===== src/rtl/dmem_pkg.sv =====
// Shared types and helpers for the banked data-memory controller.
package dmem_pkg;

    typedef enum logic [1:0] {SZ_B, SZ_H, SZ_W, SZ_D} mem_size_e;

    typedef enum logic [1:0] {IDLE, ACCESS, RESP} dmem_state_e;

    // Bank holding byte k of an access starting at byte offset off; nb is a power of two.
    function automatic int unsigned lane_of(input int unsigned off,
                                            input int unsigned k,
                                            input int unsigned nb);
        return (off + k) & (nb - 1);
    endfunction

endpackage


===== src/rtl/dmem_lane_rotator.sv =====
// Byte-lane rotation between the request/response data and the per-bank SRAM ports:
// store scatter with per-bank row/enable generation, load gather with extension.
module dmem_lane_rotator
    import dmem_pkg::*;
#(
    parameter int NB = 4,
    parameter int AW = 9
) (
    input  logic                   en,
    input  logic                   write,
    input  logic [31:0]            off,
    input  logic [1:0]             size,
    input  logic [8*NB-1:0]        wdata,
    output logic [NB-1:0]          cen,
    output logic [NB-1:0]          gwen,
    output logic [8*NB-1:0]        wen,
    output logic [NB*AW-1:0]       a,
    output logic [8*NB-1:0]        d,
    input  logic [8*NB-1:0]        q,
    input  logic [$clog2(NB)-1:0]  rd_lane,
    input  logic [1:0]             rd_size,
    input  logic                   rd_unsigned,
    output logic [8*NB-1:0]        rdata
);
    localparam int LW = $clog2(NB);

    int unsigned     wr_bytes;
    int unsigned     bank;
    int unsigned     rd_bytes;
    logic [8*NB-1:0] raw;
    logic            sign;

    // Each byte of the access goes to its own bank; a word-crossing access simply
    // gives the wrapped banks the next row, so it never needs a second beat.
    always_comb begin
        // NOTE: every output gets a default first so no path leaves a latch behind.
        cen      = '1;
        gwen     = '1;
        wen      = '1;
        a        = '0;
        d        = '0;
        bank     = 0;
        wr_bytes = 32'd1 << size;
        if (en) begin
            for (int unsigned k = 0; k < NB; k++) begin
                if (k < wr_bytes) begin
                    bank               = lane_of(off, k, NB);
                    cen[bank]          = 1'b0;
                    gwen[bank]         = !write;
                    wen[8*bank +: 8]   = write ? 8'h00 : 8'hFF;
                    a[AW*bank +: AW]   = AW'((off + k) >> LW);
                    d[8*bank +: 8]     = wdata[8*k +: 8];
                end
            end
        end
    end

    always_comb begin
        raw      = '0;
        sign     = 1'b0;
        rdata    = '0;
        rd_bytes = 32'd1 << rd_size;
        for (int unsigned k = 0; k < NB; k++) begin
            raw[8*k +: 8] = q[8*lane_of(32'(rd_lane), k, NB) +: 8];
        end
        for (int unsigned k = 0; k < NB; k++) begin
            if (k + 1 == rd_bytes) begin
                sign = !rd_unsigned && raw[8*k + 7];
            end
        end
        for (int unsigned k = 0; k < NB; k++) begin
            rdata[8*k +: 8] = (k < rd_bytes) ? raw[8*k +: 8] : {8{sign}};
        end
    end

endmodule


===== src/rtl/dmem_banked_ctrl.sv =====
// Banked data-memory controller: one byte-wide SRAM macro per lane, any-alignment
// accesses in a single SRAM beat, valid/ready request and held response channels.
module dmem_banked_ctrl
    import dmem_pkg::*;
#(
    parameter int          NB    = 4,
    parameter int          DEPTH = 512,
    parameter logic [31:0] BASE  = 32'h0000_0000,
    localparam int         XLEN  = 8 * NB,
    localparam int         AW    = $clog2(DEPTH)
) (
    input  logic             clk,
    input  logic             rst,
    input  logic             req_valid,
    output logic             req_ready,
    input  logic             req_write,
    input  logic [31:0]      req_addr,
    input  logic [1:0]       req_size,
    input  logic             req_unsigned,
    input  logic [XLEN-1:0]  req_wdata,
    output logic             rsp_valid,
    input  logic             rsp_ready,
    output logic [XLEN-1:0]  rsp_rdata,
    output logic             rsp_error,
    output logic [NB-1:0]    CEN,
    output logic [NB-1:0]    GWEN,
    output logic [8*NB-1:0]  WEN,
    output logic [NB*AW-1:0] A,
    output logic [8*NB-1:0]  D,
    input  logic [8*NB-1:0]  Q
);
    localparam int          LW       = $clog2(NB);
    localparam logic [2:0]  MAX_SIZE = 3'(LW);
    localparam logic [32:0] WINDOW   = 33'(NB * DEPTH);

    dmem_state_e     state, state_nxt;
    logic            accept;
    logic            legal;
    logic [32:0]     off;
    logic [32:0]     span_end;
    logic [LW-1:0]   lane_r;
    mem_size_e       size_r;
    logic            unsigned_r;
    logic            write_r;
    logic [XLEN-1:0] load_data;

    assign req_ready = (state == IDLE);
    assign rsp_valid = (state == RESP);
    assign accept    = req_valid && req_ready;

    // The extra top bit catches addresses below BASE and keeps the end-of-span sum from wrapping.
    assign off      = {1'b0, req_addr} - {1'b0, BASE};
    assign span_end = off + (33'd1 << req_size);
    assign legal    = ({1'b0, req_size} <= MAX_SIZE) && !off[32] && (span_end <= WINDOW);

    dmem_lane_rotator #(
        .NB (NB),
        .AW (AW)
    ) u_rotator (
        .en          (accept && legal && !rst),
        .write       (req_write),
        .off         (off[31:0]),
        .size        (req_size),
        .wdata       (req_wdata),
        .cen         (CEN),
        .gwen        (GWEN),
        .wen         (WEN),
        .a           (A),
        .d           (D),
        .q           (Q),
        .rd_lane     (lane_r),
        .rd_size     (size_r),
        .rd_unsigned (unsigned_r),
        .rdata       (load_data)
    );

    always_comb begin
        state_nxt = state;
        unique case (state)
            IDLE:    if (accept) state_nxt = legal ? ACCESS : RESP;
            ACCESS:  state_nxt = RESP;
            RESP:    if (rsp_ready) state_nxt = IDLE;
            default: state_nxt = IDLE;
        endcase
    end

    // NOTE: sequential state uses non-blocking assignments so every register samples pre-edge values.
    always_ff @(posedge clk) begin
        if (rst) begin
            state      <= IDLE;
            rsp_rdata  <= '0;
            rsp_error  <= 1'b0;
            lane_r     <= '0;
            size_r     <= SZ_B;
            unsigned_r <= 1'b0;
            write_r    <= 1'b0;
        end else begin
            state <= state_nxt;
            if (accept) begin
                lane_r     <= off[LW-1:0];
                size_r     <= mem_size_e'(req_size);
                unsigned_r <= req_unsigned;
                write_r    <= req_write;
                if (!legal) begin
                    rsp_error <= 1'b1;
                    rsp_rdata <= '0;
                end
            end
            // Q carries the rows addressed in the accept cycle; capture and hold for the consumer.
            if (state == ACCESS) begin
                rsp_rdata <= write_r ? '0 : load_data;
                rsp_error <= 1'b0;
            end
        end
    end

endmodule


===== config.mk =====
export PLATFORM = sky130hd
export DESIGN_NAME = dmem_banked_ctrl
export DESIGN_NICKNAME = d
export VERILOG_FILES = /design/src/rtl/dmem_pkg.sv /design/src/rtl/dmem_lane_rotator.sv /design/src/rtl/dmem_banked_ctrl.sv
export SDC_FILE = /design/constraint.sdc
export NUM_CORES = 1
export LEC_CHECK = 0
export CORE_ASPECT_RATIO = 1.25
export CORE_MARGIN = 3
export CORE_UTILIZATION = 47
export DETAILED_ROUTE_END_ITERATION = 10
export GPL_TIMING_DRIVEN = 0
export PLACE_DENSITY = 0.87
export SLEW_MARGIN = 20
export SYNTH_ARGS = -nofsm -noshare
export SYNTH_HDL_FRONTEND = slang
export SYNTH_SLANG_ARGS = --single-unit

===== constraint.sdc =====
create_clock -name clk -period 6.7 [get_ports clk]
set_input_delay 1.34 -clock clk [delete_from_list [all_inputs] [get_ports clk]]
set_output_delay 1.34 -clock clk [all_outputs]
set_load 0.1 [all_outputs]

==> flow_summary.yaml <==
place:
  placed_cell_area_um2: 9570
  dp_cells: 1374
  routabilityCongestion: 1.03
  hpwlAfterDp_um: 22800
  dp_slack_ns: -1.51
  portBuffers: 244
power_and_ir_drop:
  clockPowerShare_pct: 26.8
  swShare_pct: 37.5
  p_sw_mw: 0.330
  power_density_nw_per_um2: 91.7
  p_leak_nw: 3.24
  sequentialPowerShare_pct: 28.4
  pwr-share-comb_pct: 44.8
  p_int_mw: 0.549
  ir_drop_uv: 123
logic_synthesis:
  synthAdderAreaFrac_pct: 3.15
  seq_area_frac_synth_pct: 12.2
  synthesis.nets: 1073
  yosys_register_bits: 41
  synthXorXnorAreaFrac_pct: 2.98
  syn_area_um2: 6750
  ys.flop_type: "dfxtp_1"
  ys_async_sr_fraction_pct: 0
  synth_top_family_by_area: "compound AO/OA/AOI/OAI gates"
  synthCells: 952
  synth_compound_area_share_pct: 35.8
  yosys_warnings: 0
  synthMuxAreaShare_pct: 11.1
  synth_edf_count: 0
  synth.distinct_cells: 71
  synth-simple-area-share_pct: 25.9
  syn_area_per_cell_um2: 7.09
detailed_routing:
  wl_um: 29400
  viasPerCell: 6.53
  drtPass1Iterations: 11
  avgRoutedWirePerCell_um: 21.2
  num_vias: 9057
  drc: 1
  drt_iter0_markers: 1254
  postRouteAntennaNets: 0
outcome:
  status: "complete, but fails checks"
  violations: "DRC"
sta:
  timing.final.ws_setup_ns: 0.126
  max_slew.worst_pin.slew_ns: 1.02
  timing.final.crit_period_ns: 6.57
  drv_slew: 0
  period_share_pct: 98.1
  skew_ns: 0.00313
  hold_ws_ns: 0.465
  rsz0062_at_grt: "false"
  hold_viol: 0
  slew_headroom_pct: 31.7
  clock.fmax_ghz: 0.152
  setup_viol: 0
grt:
  track_usage_pct: 35.3
  grt_pass1_vias: 8473
  grt_pass1_wl_um: 45900
  grt_start_max_net_pins: 13
  grt_overflow: 0
  antenna_found_initial: 0
setup_path:
  cp-end-kind: "output port"
  cp-start-kind: "primary input"
  worstPathMaxFanout: 10
  reg2reg_slack_ns: 3.74
  arrival_ns: 5.23
  cp.required_ns: 5.36
  worstSetupPathType: "in2out"
finish:
  final_cells: 1386
  n_antenna_cell: 0
  mostFrequentLayoutCells: "clkdlybuf4s50_1 (132), nor2_1 (126), a22oi_1 (100), nand2_1 (91), o21ai_0 (75)"
  design_area_um2: 9590
  final_common_cell: "clkdlybuf4s50_1"
  finalCoreUtilization_pct: 68.8
  area_growth_pct: 42.0
  drive_gt1_share_pct: 21.4
  nets: 1331
floorplanning:
  ios: 247
  coreArea_um2: 13900
  rows: 48
  initial_core_util_pct: 48.4
  die-area_um2: 15800
  dieHeight_um: 140
  dieWidth_um: 113
clock_network:
  cts_root_buf: "clkbuf_16"
  cts_hold_buf: 0
  clk_latency_ns: 0.29
  cts.clk_slew.worst_paths_ns: 0.06
  clock_sinks: 41
  htree_num_levels: 2
  tritoncts: "built"
  cts_buffer_depth: 2
  numCtsBuffers: 5
flow_run:
  maxCapViolCount: 0
min_path:
  holdCritPathClass: "reg2reg"
## timing repair
item,4_1_cts,5_1_grt
pin swaps,2,3
buffers inserted,4,0
resized for setup,486,45
endpoints found under the setup margin,108,108
## per-stage QoR
stage | setup TNS [ns] | total power, mW
CTS | 0 | 0.865
global placement | -137.84 | 0.626
global route | 0 | 0.915
floorplan | 0 | 0.477
finish | 0 | 0.879
detailed placement | -141.31 | 0.631
## cell type report
class | instances | area (µm²)
clock buffer | 7 | 133
sequential | 41 | 821
clock inverter | 1 | 7.51
multi-input combinational | 788 | 5540
tap | 175 | 219
buffer | 106 | 582
timing repair buffer | 251 | 2220
fill | 1241 | 4350
inverter | 17 | 63.8
## registers in the layout (all words and copies together), names as in the netlist
| name | flops |
|---|---|
| write_r | 1 |
| unsigned_r | 1 |
| rsp_rdata | 32 |
| size_r | 2 |
| state | 2 |
| rsp_error | 1 |
| lane_r | 2 |
## power by group through the flow
stage	clock, mW	combinational, mW	sequential, mW
global placement	0	0.371	0.255
global route	0.247	0.418	0.250
finish	0.235	0.394	0.250
detailed placement	0	0.376	0.255
CTS	0.233	0.382	0.250
floorplan	0	0.218	0.259
## synth_stat cells, types with 7 or more instances
master	number	share of area, %
a21oi_1	49	3.6
a22o_1	11	1.4
a22oi_1	101	11
and2_1	10	0.93
and3_1	9	0.83
and4_1	7	0.91
buf_4	28	3.1
clkbuf_1	63	3.5
dfxtp_1	41	12
ha_1	17	3.2
inv_1	17	0.95
mux4_2	30	10
nand2_1	94	5.2
nand2b_1	8	0.74
nand3_1	32	2.4
nor2_1	138	7.7
nor2b_1	23	2.1
nor3_1	22	1.6
nor4_1	8	0.74
o21ai_0	75	5.6
o22ai_1	8	0.74
o2bb2ai_1	12	1.6
o2bb2ai_2	10	2.2
o31ai_1	11	1.2
xnor2_1	17	2.2
## critical path: stages
cell,delay [ns]
clkdlybuf4s15_1,0.25
buf_6,0.18
and2_1,0.22
ha_4,0.34
nand2_2,0.10
o31ai_4,0.39
o21ai_2,0.13
or4_4,0.54
a2bb2oi_4,0.20
and4_1,0.23
nand4_1,0.09
buf_4,0.20
clkbuf_1,0.25
nor2_1,0.20
clkdlybuf4s18_2,0.56
## kinds of logic (layout without fill, tap and decap cells)
| logic type | Yosys count | in the layout |
|---|---|---|
| AO/OA/AOI/OAI | 335 | 335 |
| XOR/XNOR | 23 | 23 |
| AND/OR/NAND/NOR | 376 | 376 |
| buffers and inverters | 123 | 382 |
| multiplexers | 37 | 37 |
| flip-flops | 41 | 41 |
| adder cells (fa/ha/maj) | 17 | 17 |
## worst paths after layout
| path | from | end | depth (start not counted) |
|---|---|---|---|
| max | req_size[0] | A[12] | 15 |
| min | rsp_rdata[15] | rsp_rdata[15] | 1 |
| max reg2reg | lane_r[0] | rsp_rdata[13] | 6 |
| min reg2reg | rsp_rdata[15] | rsp_rdata[15] | 1 |
## layer usage
metal	routed length, µm	track usage, %	part of all wire (%)	vias to the layer above
met5	0	0	0	-
met4	1780	18.8	6.1	0
met3	3530	6.22	12	145
met2	13800	60.0	47	747
met1	10300	42.1	35	4099
li1	-	-	-	4066
Note: power is estimated with default switching activity, not from simulation.
